### src/rtl/mbinit_param_exchange_if.sv
// Sideband message port of the MBINIT.PARAM exchange.
// Master drives the TX message and receives partner messages. Slave is the sideband side.
interface mbinit_param_exchange_if;
  localparam int unsigned MSG_W  = 4;
  localparam int unsigned DATA_W = 16;

  logic              tx_valid;
  logic [MSG_W-1:0]  tx_msg;
  logic [DATA_W-1:0] tx_data;
  logic              tx_ready;
  logic              rx_valid;
  logic [MSG_W-1:0]  rx_msg;
  logic [DATA_W-1:0] rx_data;

  modport master (
    output tx_valid, tx_msg, tx_data,
    input  tx_ready, rx_valid, rx_msg, rx_data
  );

  modport slave (
    input  tx_valid, tx_msg, tx_data,
    output tx_ready, rx_valid, rx_msg, rx_data
  );
endinterface

### src/rtl/mbinit_param_exchange.sv
// MBINIT.PARAM step: trades configuration request/response with the link partner
// and publishes the negotiated rate, clock mode and phase with a done/error status.
module mbinit_param_exchange #(
  parameter int unsigned TIMEOUT_CYCLES = 1000,
  parameter int unsigned CNT_W          = 16
) (
  input  logic       CLK,
  input  logic       rst,
  input  logic       i_en,
  input  logic [2:0] i_Max_DataRate,
  input  logic [1:0] i_Clock_Mode,
  input  logic [1:0] i_Phase_Clock,
  mbinit_param_exchange_if.master sb,
  output logic [2:0] o_Final_DataRate,
  output logic [1:0] o_Final_Clock_Mode,
  output logic [1:0] o_Final_Phase_Clock,
  output logic       o_done,
  output logic       o_error
);

  localparam logic [3:0]       MSG_REQ  = 4'h1;
  localparam logic [3:0]       MSG_RESP = 4'h2;
  localparam logic [CNT_W-1:0] CNT_LAST = CNT_W'(TIMEOUT_CYCLES - 1);

  typedef enum logic [2:0] {
    S_IDLE,
    S_SEND_REQ,
    S_WAIT,
    S_SEND_RESP,
    S_DONE,
    S_ERROR
  } state_t;

  state_t           state;
  logic [2:0]       l_rate, r_rate;
  logic [1:0]       l_mode, l_phase, r_mode, r_phase;
  logic             req_pending, req_answered, resp_got;
  logic [CNT_W-1:0] cnt;
  logic [15:0]      tx_data_q;

  logic       active, hs, rx_req, rx_resp, req_bad, resp_bad, done_cond, timeout;
  logic [2:0] rx_rate, resp_rate;
  logic [1:0] rx_mode, rx_phase;
  logic       unused_rx_hi;

  // Payload fields; upper bits carry nothing on receive.
  assign rx_rate      = sb.rx_data[2:0];
  assign rx_mode      = sb.rx_data[4:3];
  assign rx_phase     = sb.rx_data[6:5];
  assign unused_rx_hi = ^sb.rx_data[15:7];

  assign active    = (state == S_SEND_REQ) || (state == S_WAIT) || (state == S_SEND_RESP);
  assign hs        = sb.tx_valid && sb.tx_ready;
  assign rx_req    = active && sb.rx_valid && (sb.rx_msg == MSG_REQ);
  assign rx_resp   = active && sb.rx_valid && (sb.rx_msg == MSG_RESP);
  assign req_bad   = rx_req && ((rx_mode != l_mode) || (rx_phase != l_phase));
  assign resp_bad  = rx_resp && ((rx_rate > l_rate) || (rx_mode != l_mode) ||
                                 (rx_phase != l_phase));
  assign done_cond = (state == S_WAIT) && !req_pending && resp_got && req_answered;
  assign timeout   = (cnt == CNT_LAST);
  assign resp_rate = (l_rate < r_rate) ? l_rate : r_rate;

  // TX valid/code are a pure decode of the state flop so a withdrawn message drops at once.
  assign sb.tx_valid = (state == S_SEND_REQ) || (state == S_SEND_RESP);
  assign sb.tx_msg   = (state == S_SEND_REQ)  ? MSG_REQ  :
                       (state == S_SEND_RESP) ? MSG_RESP : 4'h0;
  assign sb.tx_data  = tx_data_q;

  always_ff @(posedge CLK or posedge rst) begin
    if (rst) begin
      state               <= S_IDLE;
      l_rate              <= 3'd0;
      l_mode              <= 2'd0;
      l_phase             <= 2'd0;
      r_rate              <= 3'd0;
      r_mode              <= 2'd0;
      r_phase             <= 2'd0;
      req_pending         <= 1'b0;
      req_answered        <= 1'b0;
      resp_got            <= 1'b0;
      cnt                 <= '0;
      tx_data_q           <= 16'd0;
      o_Final_DataRate    <= 3'd0;
      o_Final_Clock_Mode  <= 2'd0;
      o_Final_Phase_Clock <= 2'd0;
      o_done              <= 1'b0;
      o_error             <= 1'b0;
    end else if (!i_en) begin
      state               <= S_IDLE;
      req_pending         <= 1'b0;
      req_answered        <= 1'b0;
      resp_got            <= 1'b0;
      cnt                 <= '0;
      tx_data_q           <= 16'd0;
      o_Final_DataRate    <= 3'd0;
      o_Final_Clock_Mode  <= 2'd0;
      o_Final_Phase_Clock <= 2'd0;
      o_done              <= 1'b0;
      o_error             <= 1'b0;
    end else if (state == S_IDLE) begin
      l_rate       <= i_Max_DataRate;
      l_mode       <= i_Clock_Mode;
      l_phase      <= i_Phase_Clock;
      req_pending  <= 1'b0;
      req_answered <= 1'b0;
      resp_got     <= 1'b0;
      cnt          <= '0;
      tx_data_q    <= {9'd0, i_Phase_Clock, i_Clock_Mode, i_Max_DataRate};
      state        <= S_SEND_REQ;
    end else if (active) begin
      cnt <= cnt + CNT_W'(1);

      // A REQ arriving on the RESP handshake edge re-arms req_pending (later NBA wins).
      if ((state == S_SEND_RESP) && hs) begin
        req_answered <= 1'b1;
        req_pending  <= 1'b0;
      end
      if (rx_req) begin
        r_rate      <= rx_rate;
        r_mode      <= rx_mode;
        r_phase     <= rx_phase;
        req_pending <= 1'b1;
      end
      if (rx_resp) begin
        o_Final_DataRate    <= rx_rate;
        o_Final_Clock_Mode  <= rx_mode;
        o_Final_Phase_Clock <= rx_phase;
        resp_got            <= 1'b1;
      end

      // Bad partner data beats everything; completion beats the timeout.
      if (req_bad || resp_bad) begin
        state     <= S_ERROR;
        o_error   <= 1'b1;
        tx_data_q <= 16'd0;
      end else if (done_cond) begin
        state  <= S_DONE;
        o_done <= 1'b1;
      end else if (timeout) begin
        state     <= S_ERROR;
        o_error   <= 1'b1;
        tx_data_q <= 16'd0;
      end else begin
        case (state)
          S_SEND_REQ: begin
            if (hs) begin
              state     <= S_WAIT;
              tx_data_q <= 16'd0;
            end
          end
          S_WAIT: begin
            if (req_pending) begin
              state     <= S_SEND_RESP;
              tx_data_q <= {9'd0, r_phase, r_mode, resp_rate};
            end
          end
          S_SEND_RESP: begin
            if (hs) begin
              state     <= S_WAIT;
              tx_data_q <= 16'd0;
            end
          end
          default: ;
        endcase
      end
    end
  end

endmodule
### src/flat_wrapper.sv
// flat-port wrapper written by rule: the top's interface ports become plain ports
module mbinit_param_exchange_flat 
#(
  parameter int unsigned TIMEOUT_CYCLES = 1000,
  parameter int unsigned CNT_W          = 16
)
  (CLK, rst, i_en, i_Max_DataRate, i_Clock_Mode, i_Phase_Clock, o_Final_DataRate, o_Final_Clock_Mode, o_Final_Phase_Clock, o_done, o_error, sb_tx_valid, sb_tx_msg, sb_tx_data, sb_tx_ready, sb_rx_valid, sb_rx_msg, sb_rx_data);
  mbinit_param_exchange_if sb_i ();
  input  logic CLK;
  input  logic rst;
  input  logic i_en;
  input  logic [2:0] i_Max_DataRate;
  input  logic [1:0] i_Clock_Mode;
  input  logic [1:0] i_Phase_Clock;
  output logic [2:0] o_Final_DataRate;
  output logic [1:0] o_Final_Clock_Mode;
  output logic [1:0] o_Final_Phase_Clock;
  output logic o_done;
  output logic o_error;
  output wire logic [$bits(sb_i.tx_valid)-1:0] sb_tx_valid;
  output wire logic [$bits(sb_i.tx_msg)-1:0] sb_tx_msg;
  output wire logic [$bits(sb_i.tx_data)-1:0] sb_tx_data;
  input wire logic [$bits(sb_i.tx_ready)-1:0] sb_tx_ready;
  input wire logic [$bits(sb_i.rx_valid)-1:0] sb_rx_valid;
  input wire logic [$bits(sb_i.rx_msg)-1:0] sb_rx_msg;
  input wire logic [$bits(sb_i.rx_data)-1:0] sb_rx_data;
  assign sb_tx_valid = sb_i.tx_valid;
  assign sb_tx_msg = sb_i.tx_msg;
  assign sb_tx_data = sb_i.tx_data;
  assign sb_i.tx_ready = sb_tx_ready;
  assign sb_i.rx_valid = sb_rx_valid;
  assign sb_i.rx_msg = sb_rx_msg;
  assign sb_i.rx_data = sb_rx_data;
  mbinit_param_exchange #(.TIMEOUT_CYCLES(TIMEOUT_CYCLES), .CNT_W(CNT_W)) u_core (.CLK(CLK), .rst(rst), .i_en(i_en), .i_Max_DataRate(i_Max_DataRate), .i_Clock_Mode(i_Clock_Mode), .i_Phase_Clock(i_Phase_Clock), .sb(sb_i), .o_Final_DataRate(o_Final_DataRate), .o_Final_Clock_Mode(o_Final_Clock_Mode), .o_Final_Phase_Clock(o_Final_Phase_Clock), .o_done(o_done), .o_error(o_error));
endmodule
### config.mk
export PLATFORM = sky130hd
export DESIGN_NAME = mbinit_param_exchange_flat
export DESIGN_NICKNAME = d
export VERILOG_FILES = /design/src/rtl/mbinit_param_exchange_if.sv /design/src/rtl/mbinit_param_exchange.sv /design/src/flat_wrapper.sv
export SDC_FILE = /design/constraint.sdc
export NUM_CORES = 1
export LEC_CHECK = 0
export CORE_AREA = 2 2 109 100
export CTS_BUF_LIST = sky130_fd_sc_hd__clkbuf_8
export DETAILED_ROUTE_END_ITERATION = 6
export DIE_AREA = 0 0 111 102
export SETUP_SLACK_MARGIN = 0.3
export SLEW_MARGIN = 40
export SYNTH_ARGS = -nofsm -noshare
export SYNTH_HDL_FRONTEND = slang
export SYNTH_SLANG_ARGS = --single-unit
### constraint.sdc
create_clock -name CLK -period 5.7 [get_ports CLK]
set_input_delay 1.14 -clock CLK [delete_from_list [all_inputs] [get_ports CLK]]
set_output_delay 1.14 -clock CLK [all_outputs]
set_load 0.05 [all_outputs]
==> results of run 1 <==
==> metal layers <==
layer	vias to the layer above	track usage, %	part of all wire, %
met3	11	2.14	2.5
met2	34	16.8	45
met5	-	0	0
met4	0	3.85	1.9
met1	973	15.5	51
li1	993	-	-
==> state kept, by name, summed over array words and instances, names as in the netlist, 2 cells and up <==
register / count
u_core.l_mode: 2
u_core.o_Final_DataRate: 3
u_core.r_rate: 3
u_core.r_mode: 2
u_core.o_Final_Clock_Mode: 2
u_core.l_rate: 3
u_core.r_phase: 2
u_core.o_Final_Phase_Clock: 2
u_core.state: 3
u_core.cnt: 16
u_core.l_phase: 2
u_core.sb.tx_data: 7
==> per-stage QoR <==
step / cells / area, um^2 / total power [mW]
global placement: 421 / 3250 / 1.01
finish: 429 / 3360 / 1.27
detailed placement: 421 / 3250 / 1.02
floorplan: 274 / 2830 / 0.893
CTS: 429 / 3360 / 1.29
global route: 429 / 3360 / 1.35
==> worst paths after layout <==
kind                                 startpoint                   end  cells past startpoint
worst max-delay path              sb_rx_data[5]  u_core.sb.tx_data[6]                      7
worst min-delay path             u_core.o_error        u_core.o_error                      1
worst max register to register  u_core.state[2]  u_core.sb.tx_data[2]                      6
worst min register to register   u_core.o_error        u_core.o_error                      1
max in group asynchronous                   rst        u_core.cnt[13]                      3
min in group asynchronous                   rst   u_core.req_answered                      3
==> report_power, final <==
group,switching [mW],internal [mW]
clock,0.133,0.133
combinational,0.301,0.210
sequential,0.0603,0.437
==> cells in the mapped netlist, drive strengths merged, types with 2 or more instances <==
library cell	instances	area [um^2]
and3	2	13.8
nor3	3	15.0
and2b	2	16.3
xnor2	3	26.3
inv	10	37.5
buf	17	136
nand2	18	67.6
dfrtp	52	1300
nor3b	3	33.8
and4	2	17.5
nor4	3	18.8
o21ai	12	60.1
nand4	9	56.3
nand3	3	15.0
and2	4	26.3
o31ai	3	22.5
o21a	2	15.0
clkbuf	7	26.3
nand2b	3	18.8
a22o	8	70.1
mux2	19	218
nor2	22	82.6
nor2b	7	43.8
a21o	3	22.5
a32o	8	80.1
a31oi	4	31.3
xor2	11	96.3
a21oi	5	25.0
ha	6	75.1
==> layout make-up <==
class	count	area share, %
clock buffers	5	2.05
clock inverters	3	1.41
inverters	10	1.12
multi-input cells	188	39.5
flip-flops and latches	52	38.7
well taps	129	4.80
repair buffers	42	12.4
==> worst max-delay path, delay by kind of cell <==
family	cells	cell delay (ns)
compound gates	2	0.93
simple gates	2	0.52
buf+inv	1	0.50
mux	1	0.37
xor+xnor	1	0.18
==> cell families (layout without fill, tap and decap cells) <==
kind of cell               Yosys count  after routing  share of synthesized area, %
buffers and inverters               34             60                          7.17
muxes                               19             19                          7.80
DFF                                 52             52                          46.6
other                                1             11                         0.134
and+or+nand+nor                     87             87                          17.2
AOI/OAI and AO/OA                   51             51                          14.0
adders and majority gates            6              6                          2.69
xor gates and xnor gates            14             14                          4.39
==> results.cfg, run 1 <==
[worst_setup_path]
crit_slowest_cell = a31oi_2
crit_arrival_ns = 3.65
slowest_delay_ns = 0.55
r2r_setup_slack_ns = 3.08
crit_chain = clkdlybuf4s50_1 -> xor2_1 -> nor4_1 -> nor3_1 -> a31oi_2 -> a21o_1 -> mux2_2
worst_setup_path_end_kind = register
critPathLaunchType = input port
crit_fanout = 13
cp.required_ns = 5.91
path_class = input port to register

[clocking]
hold_buffers = 0
cts.repair.resized = 0
cts_buffers = 5
clk_latency_ns = 0.31
cts_tree = built
clock-sinks = 52
htree_levels = 2
cts_setup_buffers = 0
max-clock-path-buffers = 2
cts-root-buf = clkbuf_8
clk_pin_slew_worst_paths_ns = 0.11

[timing]
setup_tns_ns = 0
hold_violations = 0
min_period_ns = 3.44
fmax_mhz = 290
slew_headroom_pct = 55.9
worstMarginPinSlew_ns = 0.660
timing.final.crit_share_pct = 60.4
whs_ns = 0.504
rsz0062_at_grt = no
setup_violations = 0
fin_ws_ns = 2.26
clock_skew_ns = 0.00982
slew_violations = 0

[finish]
seq_area_mm2 = 0.00130
area_growth_pct = 20.4
final_nets = 337
layout_common_cells = 52 x dfrtp_1, 41 x clkdlybuf4s50_1, 22 x nor2_1
antenna_cells = 0
final_common_cell = dfrtp_1
drive_gt1_share_pct = 12.3
n_fill_cell = 1002
fin_util_pct = 33.2
multi_input_area_mm2 = 0.00133

[floorplan]
die_h_um = 102
num_rows = 35
design.die.area_mm2 = 0.0113
ios = 62
core_mm2 = 0.0101
die_w_um = 111
start_util_pct = 27.6

[drt]
vias = 2011
wl_per_cell_um = 14.4
drtAntennaViolNets = 0
first_pass_iters = 4
drc = 0
viasPerCell = 4.69
first_iter_violations = 118
drt-total-wl_um = 6180

[logic_synthesis]
synth_top_flop_cell = dfrtp_1
syn_avg_cell_area_um2 = 10.6
synthArstFlopShare_pct = 100
synth_area_mm2 = 0.00279
ys_seq_area_share_pct = 46.6
synth_warnings = 0
syn-instance-count = 264
synth.distinct_cells = 51
synth-edff-count = 0
ys_seq_elements = 52

[power]
peakVddDrop_mv = 0.124
leakage_nw = 1.45
p_per_area_mw_per_mm2 = 379

[grt]
grt_max_degree = 53
grt_overflow = 0
grt_pass1_vias = 1911
grt_usage_pct = 10.9
grt_pass1_wl_um = 9920
antenna_found_initial = 0

[placed_design]
gp_congestion = 0.797
dp_slack_ns = 1.84
portBuffers = 41
dp_hpwl_um = 4530

[status]
outcome = completed

[min_path]
hold_path_class = register to register

[flow_run]
drv_cap = 0
Power figures use the tool's default switching activity.
==> run 2: changes to the inputs <==
==> constraint.sdc (replaced) <==
create_clock -name CLK -period 3.1 [get_ports CLK]
set_input_delay 0.62 -clock CLK [delete_from_list [all_inputs] [get_ports CLK]]
set_output_delay 0.62 -clock CLK [all_outputs]
set_load 0.05 [all_outputs]
==> run 2 against run 1 <==
Effect of this change:
- count of clock-buffer cells in the layout stayed put
- critical endpoint is now sb_tx_msg[0]
- critical path depth is 4 lower
- flip-flop and latch count stayed put
- hold slack worse by 0.0028 ns
- design area is 1.8% higher
- combinational power is 92% higher
- routed wire length is 0.71% higher
- first-iteration DRC count is 22% lower
- final cell count is 1.6% higher
==> results.cfg, run 2 (synthesis results as in run 1) <==
[min_path]
hold_start = u_core.o_error
whs_endpoint = u_core.o_error
hold_path_class = register to register
hold_path_depth = 1

[timing]
rsz0062_at_grt = no
fin_ws_ns = 0.444
worstMarginPinSlew_ns = 0.564
setup_violations = 0
hold_violations = 0
slew_headroom_pct = 62.4
timing.final.crit_share_pct = 85.7
clock_skew_ns = 0.0138
min_period_ns = 2.66
setup_tns_ns = 0
slew_violations = 0
fmax_mhz = 377

[worst_setup_path]
reg2reg_depth = 7
crit_arrival_ns = 2.04
rr_startpoint = u_core.state[2]
path_class = register to output port
slowest_delay_ns = 0.81
critPathLaunchType = register
crit_slowest_cell = clkdlybuf4s50_1
worst_setup_path_end_kind = output port
r2r_setup_slack_ns = 0.66
cp.required_ns = 2.48
r2r-end = u_core.sb.tx_data[5]
crit_fanout = 9
crit_chain = and2b_1 -> nor2b_1 -> clkdlybuf4s50_1

[grt]
grt_pass1_vias = 1986
grtUsageMet2_pct = 18.5
grt_pass1_wl_um = 10000
busiest_layer = met2
grt_overflow = 0
grt_usage_pct = 11.1
antenna_found_initial = 0
met1_usage_pct = 14.6
grt.met3_usage_pct = 2.02
grt_max_degree = 28

[clocking]
cts_setup_buffers = 0
htree_levels = 2
cts_buffers = 5
max-clock-path-buffers = 2
clk_pin_slew_worst_paths_ns = 0.09
cts_tree = built
cts-root-buf = clkbuf_8
clk_latency_ns = 0.32
clock-sinks = 52

[floorplan]
die_w_um = 111
design.die.area_mm2 = 0.0113
core_mm2 = 0.0101
start_util_pct = 27.6
ios = 62
num_rows = 35
die_h_um = 102

[finish]
n_fill_cell = 984
area_growth_pct = 22.6
final_nets = 344
stdcell_count = 436
antenna_cells = 0
drive_gt1_share_pct = 14.3
fin_area_mm2 = 0.00342
largest_reg_flops = 16
final_common_cell = dfrtp_1
top_register = u_core.cnt
layout_common_cells = 52 x dfrtp_1, 40 x clkdlybuf4s50_1, 22 x nor2_1

[drt]
viasPerCell = 4.68
drc = 0
wl_per_cell_um = 14.3
first_iter_violations = 92
drt-total-wl_um = 6220
first_pass_iters = 4
drtAntennaViolNets = 0
vias = 2039

[power]
intPower_mw = 1.39
peakVddDrop_mv = 0.234
switching_share_pct = 40.0
leakage_nw = 1.50
combPwrFrac_pct = 42.1
seq_power_share_pct = 39.6
power_mw = 2.32
switching_power_mw = 0.930
clkPwrFrac_pct = 18.2
p_per_area_mw_per_mm2 = 679

[placed_design]
gp_congestion = 0.828
portBuffers = 41
dp_slack_ns = 0.217
placed_cells = 428
place_area_mm2 = 0.00332
dp_hpwl_um = 4740

[flow_run]
drv_cap = 0

[status]
outcome = completed
-- run 2: worst max path at each step --
stage / startpoint / endpoint / slack (ns) / cells past startpoint
after floorplan: u_core.state[2] / sb_tx_msg[0] / 0.71 / 3
after global placement: sb_rx_data[5] / u_core.state[0] / 0.23 / 8
after detailed placement: sb_rx_data[5] / u_core.state[0] / 0.22 / 8
after CTS: u_core.state[0] / sb_tx_msg[1] / 0.33 / 3
after global routing: u_core.state[0] / sb_tx_msg[0] / 0.36 / 3
final: u_core.state[0] / sb_tx_msg[0] / 0.44 / 3
-- run 2: layer usage --
layer | part of all wire (%) | wire, um
met1 | 48 | 3020
met2 | 47 | 2900
met3 | 2.8 | 177
met4 | 2.0 | 126
met5 | 0 | 0
-- run 2: repair_timing --
action,CTS,global route
gates resized for setup,0,1
setup endpoints to repair,0,1
hold buffers,0,0
-- run 2: critical path, delay by kind of cell, from the launching register on --
kind,cells,cell delay [ns]
simple gates,2,0.38
flops,1,0.54
buf+inv,1,0.81
-- run 2: layout make-up --
class,count,area (um^2),share of cell area [%]
tap,129,161,4.71
sequential,52,1300,38.0
clock inverter,3,28.8,0.841
timing repair buffer,49,498,14.5
clock buffer,5,68.8,2.01
inverter,10,37.5,1.10
multi-input combinational,188,1330,38.8
-- run 2: power by group through the flow --
| stage | combinational [mW] | clock [mW] | sequential, mW |
|---|---|---|---|
| 4_1_cts | 0.988 | 0.437 | 0.922 |
| 3_5_place_dp | 0.986 | 0 | 0.934 |
| 5_1_grt | 1.07 | 0.466 | 0.942 |
| 2_1_floorplan | 0.637 | 0 | 1.01 |
| 6_report | 0.979 | 0.424 | 0.920 |
| 3_3_place_gp | 0.970 | 0 | 0.928 |
-- run 2: per-stage QoR --
stage / utilization (%) / hold slack (ns)
after floorplan: - / 0.446
after global placement: 32.9 / 0.479
after detailed placement: 32.9 / 0.480
after CTS: 33.8 / 0.499
after global routing: 33.8 / 0.528
final: 33.8 / 0.501
==> run 3: changes to the inputs <==
==> constraint.sdc (replaced) <==
create_clock -name CLK -period 3.1 [get_ports CLK]
set_input_delay 0.62 -clock CLK [delete_from_list [all_inputs] [get_ports CLK]]
set_output_delay 0.62 -clock CLK [all_outputs]
set_load 0.1 [all_outputs]
==> run 3 against run 2 <==
Effect of this change:
- combinational power increased by 20%
- highest routed layer unchanged
- clock skew decreased by 0.0061 ns
- routed wire length increased by 4.1%
- largest cell class unchanged
- die area unchanged
- hold slack improved by 0.0058 ns
==> results.cfg, run 3 (synthesis results as in run 1) <==
[status]
outcome = completed

[drt]
met2_length_um = 3100
viasPerCell = 4.78
drtAntennaViolNets = 0
wl_met1_um = 3140
vias = 2076
wl_met3_um = 176
topRoutingLayerUsed = met4
drt-total-wl_um = 6480
first_iter_violations = 78
wl_per_cell_um = 14.9
first_pass_iters = 4
drc = 0

[timing]
timing.final.crit_share_pct = 82.1
min_period_ns = 2.54
hold_violations = 0
fmax_mhz = 393
setup_violations = 0
clock_skew_ns = 0.00770
slew_headroom_pct = 62.3
rsz0062_at_grt = no
slew_violations = 0
worstMarginPinSlew_ns = 0.565
setup_tns_ns = 0

[worst_setup_path]
r2r_setup_slack_ns = 0.61
cp.required_ns = 3.30
crit_fanout = 12
rr_startpoint = u_core.state[2]
reg2reg_depth = 7
path_class = input port to register
worst_setup_path_end_kind = register
crit_arrival_ns = 2.74
critPathLaunchType = input port
r2r-end = u_core.sb.tx_data[5]

[clocking]
cts_setup_buffers = 0
cts_buffers = 5
htree_levels = 2
cts-root-buf = clkbuf_8
cts.repair.resized = 0
hold_buffers = 0
clk_pin_slew_worst_paths_ns = 0.10
clk_latency_ns = 0.31
cts_tree = built
clock-sinks = 52
max-clock-path-buffers = 2

[power]
leakage_nw = 1.51
peakVddDrop_mv = 0.277
p_per_area_mw_per_mm2 = 767

[placed_design]
gp_congestion = 0.834
dp_hpwl_um = 4970
placed_cells = 426
portBuffers = 41

[finish]
stdcell_count = 434
n_fill_cell = 1025
area_growth_pct = 20.3
antenna_cells = 0
top_register = u_core.cnt
final_common_cell = dfrtp_1
drive_gt1_share_pct = 20.7
largest_reg_flops = 16
layout_common_cells = 52 x dfrtp_1, 25 x buf_4, 22 x nor2_1, 22 x clkdlybuf4s50_1, 18 x nand2_1
final_nets = 342

[floorplan]
num_rows = 35
start_util_pct = 27.6
die_h_um = 102
ios = 62
core_mm2 = 0.0101
die_w_um = 111
design.die.area_mm2 = 0.0113

[min_path]
hold_path_depth = 1
hold_start = u_core.sb.tx_data[1]
hold_path_class = register to register
whs_endpoint = u_core.sb.tx_data[1]

[flow_run]
drv_cap = 0

[grt]
grt_max_degree = 20
grt_pass1_vias = 2038
grt_usage_pct = 11.6
grt_pass1_wl_um = 10500
grt_overflow = 0
antenna_found_initial = 0
-- run 3: worst max path at each step --
stage                            to            start
3_5_place_dp   u_core.sb.tx_data[5]     sb_rx_msg[3]
2_1_floorplan          sb_tx_msg[0]  u_core.state[2]
3_3_place_gp   u_core.sb.tx_data[5]     sb_rx_msg[3]
4_1_cts             u_core.state[0]    sb_rx_data[5]
6_report            u_core.state[0]    sb_rx_data[5]
5_1_grt             u_core.state[0]    sb_rx_data[1]
-- run 3: through the flow --
stage	util (%)	total power [mW]	hold WS [ns]	area (um^2)	setup WS, ns
2_1_floorplan	-	1.87	0.446	2840	0.508
3_3_place_gp	32.1	2.09	0.477	3240	0.246
3_5_place_dp	32.1	2.11	0.490	3240	0.238
4_1_cts	33.2	2.60	0.509	3360	0.577
5_1_grt	33.2	2.72	0.537	3360	0.488
6_report	33.2	2.58	0.507	3360	0.556
-- run 3: power breakdown --
group | switching, mW | internal [mW] | leakage (nW) | total [mW]
Combinational | 0.787 | 0.388 | 0.751 | 1.17
Sequential | 0.116 | 0.803 | 0.702 | 0.920
Clock | 0.239 | 0.244 | 0.0548 | 0.483
-- run 3: layout make-up --
type | count | area (um^2) | share of cell area [%]
inverter | 10 | 37.5 | 1.12
multi-input combinational | 188 | 1340 | 39.8
clock inverter | 3 | 46.3 | 1.38
timing repair buffer | 47 | 408 | 12.1
clock buffer | 5 | 68.8 | 2.05
sequential | 52 | 1300 | 38.7
tap | 129 | 161 | 4.80
-- run 3: per-layer routing --
layer  vias to the layer above  track usage [%]
met5                         -                0
met4                         0             3.75
met3                         5             1.42
met2                        43             19.3
met1                      1024             15.8
li1                       1004                -
-- run 3: critical path, stage by stage --
cell             delay [ns]
clkdlybuf4s50_1        0.50
xor2_1                 0.18
nor4_1                 0.40
nor3_1                 0.10
a31oi_2                0.22
buf_4                  0.23
a31o_2                 0.18
mux2_2                 0.33
